## src/rtl/crc16_frame_tx.sv

```systemverilog
// Byte-stream framer feeding an external crc16 core: passes payload bytes through,
// then appends the core's CRC-CCITT result MSB first, truncating frames at MAX_LEN bytes.
module crc16_frame_tx #(
  parameter int unsigned MAX_LEN = 4095,
  parameter int unsigned CNT_W   = 12
) (
  input  logic        clk,
  input  logic        reset,
  input  logic [7:0]  in_data,
  input  logic        in_valid,
  input  logic        in_last,
  output logic        in_ready,
  output logic [7:0]  out_data,
  output logic        out_valid,
  output logic        out_last,
  input  logic        out_ready,
  output logic        crc_clr,
  output logic        crc_en,
  output logic [7:0]  crc_d,
  input  logic [15:0] crc_in,
  output logic        len_err
);

  typedef enum logic [1:0] {CLEAR, DATA, CRC_HI, CRC_LO} state_e;

  localparam logic [CNT_W-1:0] CNT_LAST = CNT_W'(MAX_LEN - 1);

  state_e           state_q, state_d;
  logic [CNT_W-1:0] cnt_q, cnt_d;
  logic             len_err_q, len_err_d;

  always_ff @(posedge clk) begin
    if (!reset) begin
      state_q   <= CLEAR;
      cnt_q     <= '0;
      len_err_q <= 1'b0;
    end else begin
      state_q   <= state_d;
      cnt_q     <= cnt_d;
      len_err_q <= len_err_d;
    end
  end

  always_comb begin
    state_d   = state_q;
    cnt_d     = cnt_q;
    len_err_d = 1'b0;
    in_ready  = 1'b0;
    out_data  = '0;
    out_valid = 1'b0;
    out_last  = 1'b0;
    crc_clr   = 1'b1;
    crc_en    = 1'b0;
    crc_d     = in_data;

    unique case (state_q)
      CLEAR: begin
        crc_clr = 1'b0;
        state_d = DATA;
      end
      DATA: begin
        out_data  = in_data;
        out_valid = in_valid;
        in_ready  = out_ready;
        crc_en    = in_valid & out_ready;
        if (in_valid && out_ready) begin
          cnt_d = cnt_q + 1'b1;
          // Hitting MAX_LEN closes the frame; later bytes open a fresh one.
          if (in_last || cnt_q == CNT_LAST) begin
            state_d   = CRC_HI;
            cnt_d     = '0;
            len_err_d = ~in_last;
          end
        end
      end
      CRC_HI: begin
        out_data  = crc_in[15:8];
        out_valid = 1'b1;
        if (out_ready) state_d = CRC_LO;
      end
      CRC_LO: begin
        out_data  = crc_in[7:0];
        out_valid = 1'b1;
        out_last  = 1'b1;
        if (out_ready) state_d = CLEAR;
      end
      default: state_d = CLEAR;
    endcase
  end

  assign len_err = len_err_q;

endmodule

```

## config.mk

```make
export PLATFORM = sky130hd
export DESIGN_NAME = crc16_frame_tx
export DESIGN_NICKNAME = d
export VERILOG_FILES = /design/src/rtl/crc16_frame_tx.sv
export SDC_FILE = /design/constraint.sdc
export NUM_CORES = 1
export LEC_CHECK = 0
export BUFFER_PORTS_ARGS = -buffer_cell sky130_fd_sc_hd__clkbuf_2
export CAP_MARGIN = 20
export CORE_MARGIN = 2
export CORE_UTILIZATION = 45
export CTS_CLUSTER_DIAMETER = 200
export DETAILED_ROUTE_END_ITERATION = 10
export PLACE_DENSITY = 0.78
export SLEW_MARGIN = 5
export SYNTH_ARGS = -nofsm -noshare
export SYNTH_HDL_FRONTEND = slang
export SYNTH_SLANG_ARGS = --single-unit
export TNS_END_PERCENT = 20
```

## constraint.sdc

```tcl
create_clock -name clk -period 1.73 [get_ports clk]
set_input_delay 0.346 -clock clk [delete_from_list [all_inputs] [get_ports clk]]
set_output_delay 0.346 -clock clk [all_outputs]
set_load 0.02 [all_outputs]
```

## Yosys cells after proc, flatten, opt, wreduce, memory -nomap -nowiden

Cells that the tools add are included.

| word-level totals | value |
|---|---|
| bits in read-only memories | 0 |
| RAM bits | 0 |
| output and inout port bits | 22 |
| memories | 0 |
| latch bits | 0 |
| register bits after elaboration | 15 |

| cells by class | value |
|---|---|
| add/sub/neg operators | 1 |
| multipliers | 0 |
| muxes and demuxes | 12 |
| magnitude comparators | 0 |
| equality and inequality tests | 8 |
| reductions and logical operators | 7 |
| bitwise logic cells | 2 |
| divide/modulo/power cells | 0 |
| shifts and indexed selects | 0 |

Operators by type and width:

| cell | count |
|---|---|
| $pmux W8 S3 | 1 |
| $add A12 B1 Y12 const B | 1 |
| $eq A12 B12 Y1 const B | 1 |
| $mux W12 | 1 |
| $mux W2 | 4 |
| $ne A2 B2 Y1 const B | 4 |
| $pmux W2 S4 | 1 |
| $reduce_and A4 Y1 | 2 |
| $eq A2 B2 Y1 const B | 2 |
| $mux W1 | 4 |
| $eq A2 B1 Y1 const B | 1 |
| $logic_not A2 Y1 | 1 |
| $pmux W1 S2 | 1 |
| $reduce_and A2 Y1 | 1 |
| $reduce_or A2 Y1 | 1 |
| $and A1 B1 Y1 | 1 |
| $logic_and A1 B1 Y1 | 1 |
| $logic_or A1 B1 Y1 | 1 |
| $not A1 Y1 | 1 |

## Logic depth before layout (Yosys ltp)

Gate-level depths: netlist (run 1).

| depth | value |
|---|---|
| depth after elaboration | 5 |
| gate-level depth with buffers | 8 |
| mapped depth without buffers | 7 |

## Least setup slack after synthesis (run 1)

OpenSTA, ideal clock, no wires.

| timing path | value |
|---|---|
| path type | register to output |
| start point | register state_q[0] |
| end point | output port out_data[0] |
| required time | 1.384 ns |
| buffers on the path | 1 |
| slack | 0.050 ns |
| cell stages (with the launch flop) | 5 |
| arrival time | 1.334 ns |
| cell sequence | dfxtp_1 -> ha_1 -> clkbuf_1 -> a222oi_1 -> nor2_1 |

| between the ends | value |
|---|---|
| word-level cells in the longest chain between the ends | 2 |

RTL lines:

| item | RTL line | source |
|---|---|---|
| start, declared | 28 | `state_e state_q, state_d;` |
| start signal, assigned | 38 | `state_q <= state_d;` |
| $eq A2 B2 Y1 or $eq A2 B1 Y1 (tied branches) | 56 | `unique case (state_q)` |
| $pmux W8 S3 (*) | 56 |  |
| end, declared | 13 | `output logic [7:0] out_data,` |

Mark *: on every way between the ends. The rest lies on a longest branch, timed or not.

## Worst setup path after layout (run 1)

| timing path | value |
|---|---|
| start point | register state_q[1] |
| end point | output port out_data[5] |

The elaborated chain is that of the path after synthesis.

==> impl_metrics.yaml, run 1 <==
critical_path:
  cp.required_ns: 1.38
  critPathKind: "reg2out"
  crit_path_end_kind: "output pin"
  cp_data_arrival_time_ns: 1.54
  critPathLaunchType: "flop"
  cp_max_fo: 9
floorplanning:
  dieArea_um2: 2730
  die_w_um: 52.3
  rows: 17
  fp.dieH_um: 52.3
  start_util_pct: 47.4
  ios: 51
  coreArea_um2: 2210
sta:
  fmaxAchievable_mhz: 531
  maxSlewViolCount: 0
  rsz0062_at_grt: "yes"
  setup_viol: 10
  worstMarginPinSlew_ns: 0.373
  slew_headroom_pct: 75.1
  clock_skew_ns: 0.00604
  final.period_utilization_pct: 109
  fin_crit_ns: 1.88
  setup_slack_ns: -0.153
  finalHoldViolations: 0
yosys:
  yosysTopAreaCellShare_pct: 28.6
  synth_top_family_by_area: "simple AND/OR/NAND/NOR gates"
  yosys.area_share.simple_pct: 28.2
  netlist_top_cells_area: "dfxtp_1 29%, ha_1 8.4%, a222oi_1 7.6%, nor2_1 7.5%, xnor2_1 6.7%"
  synth_area_per_cell_um2: 8.46
  synth_xor_xnor_area_share_pct: 8.35
  synth_compound_area_share_pct: 14.1
  yosysTopAreaCell: "dfxtp_1"
  ys_ff_latch: 15
  syn-cell-area_um2: 1050
  yosysWarnings: 0
  syn-num-nets: 160
  synthMuxAreaShare_pct: 1.91
  yosysSeqAreaShare_pct: 28.6
  synth.distinct_cells: 30
  synth_fa_ha_area_share_pct: 8.35
  synthCells: 124
layout:
  area_growth_pct: 31.1
  diodes: 0
  drive_gt1_share_pct: 42.9
  layout.nets: 207
  final_cells: 198
  final-seq-area_um2: 305
  final_util_pct: 62.2
  multiInputGateArea_um2: 666
  fillers: 207
clock_network:
  ctsLongestPathBuffers: 2
  clk_pin_slew_ns: 0.09
  cts_sinks: 15
  clock_latency_ns: 0.28
  hold_buffers: 0
  htreeDepth: 1
  cts_tree: "yes"
  root_buffer: "clkbuf_4"
  cts_inserted_buffers: 3
detailed_routing:
  firstDrtPassIters: 5
  drt_iter0_markers: 37
  ant_nets: 0
  drt-total-wl_um: 2500
  remaining_drc_errors: 0
  highest_layer: "met4"
  dr_wl_met3_um: 146
  viasPerCell: 5.33
  avgRoutedWirePerCell_um: 12.6
  met2_length_um: 1330
  wl_met1_um: 1000
  vias: 1055
pwr:
  swShare_pct: 41.3
  seq_power_share_pct: 30.5
  p_int_uw: 765
  leakage_uw: 0.000618
  combPwrFrac_pct: 53.9
  clkPwrFrac_pct: 15.5
  p_sw_uw: 538
  ir_drop_mv: 0.606
  power_density_nw_per_um2: 947
flow_run:
  drv_cap: 0
min_path:
  min-delay-path-class: "in2reg"
place:
  gp_congestion: 0.727
  place_inst: 191
  port_buffers: 50
  pre_cts_ws_ns: -0.0339
  place_hpwl_um: 2020
grt:
  grt_overflow_total: 0
  grt_pass1_wl_um: 4230
  grt_antenna_before_repair: 0
  grt_pass1_vias: 991
  grt_max_degree: 12
  track_usage_pct: 20.2
run_status:
  violations: "setup timing"
  outcome: "complete, but fails checks"
-- synthesized netlist by cell type, drive strengths merged --
cell      n
o21ai     1
inv       7
a211oi    1
a2bb2oi   1
a222oi    8
o21bai    1
nor2     21
or4       1
a21oi     1
buf      10
mux2i     2
xor2      2
clkbuf    4
nand2    10
nand2b    1
xnor2     8
and2      3
nor3      5
nor4      4
nand4     5
nand3     4
o41ai     1
a21boi    1
dfxtp    15
ha        7
-- layout make-up --
type                       count  area share [%]
clock buffer                   3            1.64
timing repair buffer          56            22.9
sequential                    15            22.2
multi-input combinational     88            48.4
inverter                       7            1.91
tap                           28            2.55
clock inverter                 1           0.364
-- registers in the layout, indices dropped and copies added, names as in the netlist --
signal	flops
len_err	1
cnt_q	12
state_q	2
-- cells in the final DEF (no fill, tap or decap), drive strengths merged, types with 2 or more instances in the layout --
cell type and instances:
ha 7, and2 3, nand4 5, mux2i 2, nor4 4, xor2 2
inv 7, buf 9, clkbuf 50, a222oi 8, nand3 4, dfxtp 15
nor2 21, xnor2 8, nor3 5, nand2 10
-- worst max-delay path, stage by stage (launching register included) --
cell	delay (ns)
dfxtp_2	0.34
buf_4	0.14
ha_4	0.18
a222oi_1	0.32
nor2_1	0.10
clkbuf_4	0.18
-- layer usage --
metal	vias to the layer above	track usage (%)
met3	4	2.00
met2	36	39.9
met1	489	22.8
met5	-	0
li1	526	-
met4	0	5.13
-- timing repair --
action                     CTS  global route
setup buffers                3             0
setup endpoints to repair   13            14
resized for setup           15             5
pin swaps                    6             6
cloned                       0             0
-- path summary, 6_finish.rpt --
path / cells after the start / slack [ns] / endpoint / from
worst min-delay path: 3 / 0.40 / cnt_q[0] / in_last
worst min register to register: 2 / 0.55 / cnt_q[0] / cnt_q[0]
worst max register to register: 6 / 0.10 / cnt_q[1] / state_q[1]
worst max-delay path: 5 / -0.15 / out_data[5] / state_q[1]
-- cell families after synthesis --
group	Yosys count
DFF	15
muxes	2
and+or+nand+nor	54
adders and majority gates	7
AOI/OAI and AO/OA	15
xor gates and xnor gates	10
buffers and inverters	21
-- stage by stage --
stage               power (µW)  area [µm²]  TNS (ns)  hold slack (ns)
floorplan                  808        1050         0            0.471
global placement           983        1270         0            0.483
detailed placement        1000        1270    -0.121            0.497
CTS                       1290        1370     -1.30            0.394
global route              1380        1380     -2.02            0.423
finish                    1300        1380     -1.17            0.396
-- power groups by stage --
stage	Clock [µW]	Sequential (µW)	Combinational [µW]
finish	202	398	703
global route	219	403	757
CTS	207	398	686
detailed placement	0	392	610
global placement	0	389	595
floorplan	0	387	420
(Power assumes the default switching activity.)
==> inputs of run 2 (changes only) <==
- ABC_AREA: unset -> 1
- BUFFER_PORTS_ARGS: -buffer_cell sky130_fd_sc_hd__clkbuf_2 -> -buffer_cell sky130_fd_sc_hd__buf_2
- CORE_UTILIZATION: 45 -> 46
- SETUP_SLACK_MARGIN: unset -> 0.4
==> run 2 against run 1 <==
The run still ends with setup timing left. Critical path depth increased by 3. Synthesized area up 8.4%. Via count rose by 21%. Utilization is 11 points higher. Synthesized cell count increased by 50%. Global-route usage is 2.5 points higher. Power grew 46%. Combinational power grew 82%. Critical path type unchanged. Largest cell class unchanged.
==> impl_metrics.yaml, run 2 <==
run_status:
  outcome: "complete, but fails checks"
  violations: "setup timing"
yosys:
  yosysWarnings: 0
  netlist_top_cells_area: "dfxtp_1 26%, nand2_1 19%, inv_1 9.6%, ha_1 7.7%, nor2_1 7.6%"
  synth_flop_cell: "dfxtp_1"
  synth_commonest_cells: "57 x nand2_1, 29 x inv_1, 23 x nor2_1"
  synth_fa_ha_area_share_pct: 7.71
  yosys.area_share.simple_pct: 42.7
  syn-num-nets: 222
  syn-cell-area_um2: 1140
  synthMuxAreaShare_pct: 0
  yosysTopAreaCellShare_pct: 26.4
  synth-edff-count: 0
  yosysMostFrequentCell: "nand2_1"
  yosysSeqAreaShare_pct: 26.4
  synth_compound_area_share_pct: 4.74
  synth_area_per_cell_um2: 6.11
  synth_xor_xnor_area_share_pct: 2.31
  ys_ff_latch: 15
  synthCells: 186
  yosysTopAreaCell: "dfxtp_1"
  synth.distinct_cells: 24
  synth_top_family_by_area: "simple AND/OR/NAND/NOR gates"
  synthArstFlopShare_pct: 0
sta:
  finalHoldViolations: 0
  fin_crit_ns: 1.76
  worstMarginPinSlew_ns: 0.229
  final.period_utilization_pct: 102
  finalSetupTns_ns: -0.0308
  hold_ws_ns: 0.225
  setup_slack_ns: -0.0308
  clock_skew_ns: 0.00737
  rsz0062_at_grt: "yes"
  slew_headroom_pct: 84.7
  setup_viol: 1
  maxSlewViolCount: 0
  fmaxAchievable_mhz: 568
floorplanning:
  fp.dieH_um: 53.7
  coreArea_um2: 2410
  die_w_um: 53.7
  rows: 18
  start_util_pct: 47.1
  ios: 51
  dieArea_um2: 2880
detailed_routing:
  ant_nets: 0
  viasPerCell: 4.71
  avgRoutedWirePerCell_um: 11.6
  vias: 1273
  drt_iter0_markers: 18
  firstDrtPassIters: 4
  remaining_drc_errors: 0
  drt-total-wl_um: 3130
place:
  place_hpwl_um: 2030
  port_buffers: 50
  gp_congestion: 0.841
critical_path:
  critPathLaunchType: "flop"
  critPathKind: "reg2out"
  cp.required_ns: 1.38
  cp_data_arrival_time_ns: 1.41
  regToRegSetupSlack_ns: 0.16
  cp_max_fo: 5
  crit_path_end_kind: "output pin"
pwr:
  power_density_nw_per_um2: 1070
  power_uw: 1900
  ir_drop_mv: 0.943
  leakage_uw: 0.000866
layout:
  diodes: 0
  largest_reg_flops: 12
  area_growth_pct: 56.2
  final-seq-area_um2: 313
  multiInputGateArea_um2: 847
  regMostFlops: "cnt_q"
  final_util_pct: 73.6
  fillers: 194
  layout.nets: 277
  mostFrequentLayoutCells: "43 x nand2_1, 38 x buf_2, 17 x nor2_1"
  layout_commonest_cell: "nand2_1"
  drive_gt1_share_pct: 54.2
clock_network:
  cts_tree: "yes"
  htreeDepth: 1
  root_buffer: "clkbuf_4"
  clock_latency_ns: 0.30
  hold_buffers: 0
  clk_pin_slew_ns: 0.10
  cts_inserted_buffers: 3
  ctsLongestPathBuffers: 2
  cts_sinks: 15
flow_run:
  drv_cap: 0
grt:
  grt_antenna_before_repair: 0
  track_usage_pct: 22.7
  grt_max_degree: 11
  grt_overflow_total: 0
  grt_pass1_wl_um: 4690
  grt_pass1_vias: 1118
min_path:
  min-delay-path-class: "in2reg"
-- run 2: final timing paths --
| check | from | end | cells after the start |
|---|---|---|---|
| max reg2reg | state_q[1] | cnt_q[10] | 9 |
| max | state_q[1] | out_data[7] | 8 |
| min reg2reg | cnt_q[11] | cnt_q[11] | 2 |
| min | in_last | len_err | 2 |
-- run 2: what timing repair did --
action                     4_1_cts  5_1_grt
pin swaps                        6       14
hold endpoints to repair         0        0
resized for setup               40       44
setup endpoints to repair       26       28
buffers inserted                 8        3
-- run 2: worst max-delay path: stages (launching register included) --
cell	delay (ns)
dfxtp_4	0.39
inv_4	0.05
ha_4	0.17
buf_6	0.14
nand2_2	0.07
nand3_2	0.08
nand2_2	0.07
inv_2	0.03
buf_6	0.12
-- run 2: kinds of logic (layout without fill, tap and decap cells) --
kind of cell / Yosys count / in the layout
simple gates: 111 / 111
compound gates: 10 / 10
fa+ha+maj: 7 / 7
flops: 15 / 15
xor+xnor: 3 / 3
buf+inv: 40 / 94
-- run 2: where the power goes --
part           switching [µW]  total [µW]  internal (µW)
clock network             122         208           86.2
registers                36.6         415            379
logic                     684        1280            594
-- run 2: stage by stage --
stage	area (µm²)	std cells	setup WS, ns
2_1_floorplan	1200	186	0.401
3_3_place_gp	1400	255	0.155
3_5_place_dp	1400	255	0.137
4_1_cts	1630	267	0.000271
5_1_grt	1770	270	-0.0924
6_report	1770	270	-0.0308
-- run 2: layout make-up --
| type | count | share of cell area, % |
|---|---|---|
| repair buffers | 61 | 24.5 |
| clock buffers | 3 | 1.27 |
| multi-input cells | 131 | 47.7 |
| inverters | 29 | 6.42 |
| flip-flops and latches | 15 | 17.6 |
| well taps | 30 | 2.12 |
| clock inverters | 1 | 0.282 |
-- run 2: routing by layer --
metal | vias to the layer above | share of wire [%] | track usage (%)
met5 | - | 0 | 0
met4 | 0 | 0.86 | 5.13
met3 | 5 | 3.4 | 5.83
met2 | 24 | 51 | 40.0
met1 | 568 | 44 | 27.5
li1 | 676 | - | -
==> inputs of run 3 (changes only) <==
- RECOVER_POWER: unset -> 100
- TNS_END_PERCENT: 20 -> unset
==> run 3 against run 2 <==
The run still ends with setup timing left. First-iteration DRC count up 120%. Setup slack better by 0.0035 ns. Final cell count up 1.5%. Critical endpoint unchanged. Highest routed layer unchanged.
==> impl_metrics.yaml, run 3 (same netlist as run 2, synthesis figures left out) <==
clock_network:
  root_buffer: "clkbuf_4"
  clk_pin_slew_ns: 0.10
  clock_latency_ns: 0.30
  ctsLongestPathBuffers: 2
  cts_sinks: 15
  cts_tree: "yes"
  htreeDepth: 1
  hold_buffers: 0
  cts_inserted_buffers: 3
place:
  place_inst: 255
  port_buffers: 50
  place_hpwl_um: 2030
  gp_congestion: 0.841
sta:
  maxSlewViolCount: 0
  clock_skew_ns: 0.00990
  finalSetupTns_ns: -0.0570
  slew_headroom_pct: 83.4
  rsz0062_at_grt: "yes"
  setup_slack_ns: -0.0273
  finalHoldViolations: 0
  worstMarginPinSlew_ns: 0.251
  setup_viol: 4
  fmaxAchievable_mhz: 569
  fin_crit_ns: 1.76
  final.period_utilization_pct: 102
  hold_ws_ns: 0.243
detailed_routing:
  ant_nets: 0
  avgRoutedWirePerCell_um: 12.6
  viasPerCell: 4.84
  drt-total-wl_um: 3460
  vias: 1325
  drt_iter0_markers: 39
  firstDrtPassIters: 4
  remaining_drc_errors: 0
layout:
  final_cells: 274
  drive_gt1_share_pct: 51.2
  area_growth_pct: 61.7
  diodes: 0
  regMostFlops: "cnt_q"
  fillers: 181
  largest_reg_flops: 12
  layout_commonest_cell: "nand2_1"
  layout.nets: 281
  mostFrequentLayoutCells: "44 x nand2_1, 28 x buf_2, 17 x nor2_1"
floorplanning:
  coreArea_um2: 2410
  fp.dieH_um: 53.7
  start_util_pct: 47.1
  ios: 51
  rows: 18
  die_w_um: 53.7
  dieArea_um2: 2880
critical_path:
  worst-path-buf-inv: 4
  cp_data_arrival_time_ns: 1.41
  critPathLaunchType: "flop"
  cp.required_ns: 1.38
  max_stage_delay_ns: 0.39
  cp_max_fo: 5
  crit_family: "flip-flops"
  critPathKind: "reg2out"
  slowest_stage: "dfxtp_4"
  crit_path_end_kind: "output pin"
  path_cells: "inv_4 > ha_4 > buf_6 > nand2_2 > nand3_2 > nand2_1 > inv_2 > buf_6"
  cp_common_cell: "buf_6"
grt:
  grt_pass1_wl_um: 5110
  grt_pass1_vias: 1155
  grt_overflow_total: 0
  track_usage_pct: 25.1
  grt_antenna_before_repair: 0
  grt_max_degree: 11
pwr:
  power_density_nw_per_um2: 1070
  ir_drop_mv: 0.992
  leakage_uw: 0.000876
  power_uw: 1970
  combPwrFrac_pct: 68.1
  clkPwrFrac_pct: 10.6
  swShare_pct: 44.2
  p_sw_uw: 870
  seq_power_share_pct: 21.3
  p_int_uw: 1100
run_status:
  violations: "setup timing"
  outcome: "complete, but fails checks"
min_path:
  min-delay-path-class: "in2reg"
flow_run:
  drv_cap: 0
==> run 3: cell count changes in the layout (fill, tap and decap cells not counted), sizes merged <==
cell and change:
buf -6, clkbuf +9, nand2 +1
==> run 3: final cells by class <==
type	instances	area, µm²	area share [%]
sequential	15	310	16.9
clock buffer	3	22.5	1.23
timing repair buffer	64	457	24.9
clock inverter	1	5.00	0.272
multi-input combinational	132	891	48.5
tap	30	37.5	2.04
inverter	29	114	6.20
==> run 3: per-stage QoR <==
step                      utilization [%]  instance area [µm²]  setup slack, ns
after floorplan                         -                 1200            0.401
after global placement               58.0                 1400            0.155
after detailed placement             58.0                 1400            0.137
after CTS                            73.3                 1770         0.000636
after global routing                 76.2                 1840          -0.0904
final                                76.2                 1840          -0.0273
==> run 3: power groups by stage <==
stage	Clock, µW	Combinational, µW	Sequential (µW)
3_3_place_gp	0	822	419
5_1_grt	231	1440	422
3_5_place_dp	0	833	420
2_1_floorplan	0	662	416
4_1_cts	211	1240	415
6_report	208	1340	419
==> run 3: what timing repair did <==
item	4_1_cts	5_1_grt
gates cloned	1	0
pin swaps	17	7
endpoints found under the setup margin	26	28
resized for setup	73	18
setup buffers	11	3
hold endpoints to repair	0	0
==> run 3: metal layers <==
metal  up-vias  track usage [%]  wire length, µm  share of wire [%]
li1        685                -                -                  -
met1       604             29.2             1490                 43
met2        34             44.7             1790                 52
met3         2             6.94              163                4.7
met4         0             6.41               17               0.49
met5         -                0                0                  0
==> run 3: final timing paths <==
| kind | start | to | slack (ns) | cells past startpoint |
|---|---|---|---|---|
| max reg2reg | state_q[1] | cnt_q[10] | 0.18 | 9 |
| min | in_last | len_err | 0.24 | 2 |
| min reg2reg | cnt_q[11] | cnt_q[11] | 0.48 | 2 |
| max | state_q[1] | out_data[7] | -0.03 | 8 |
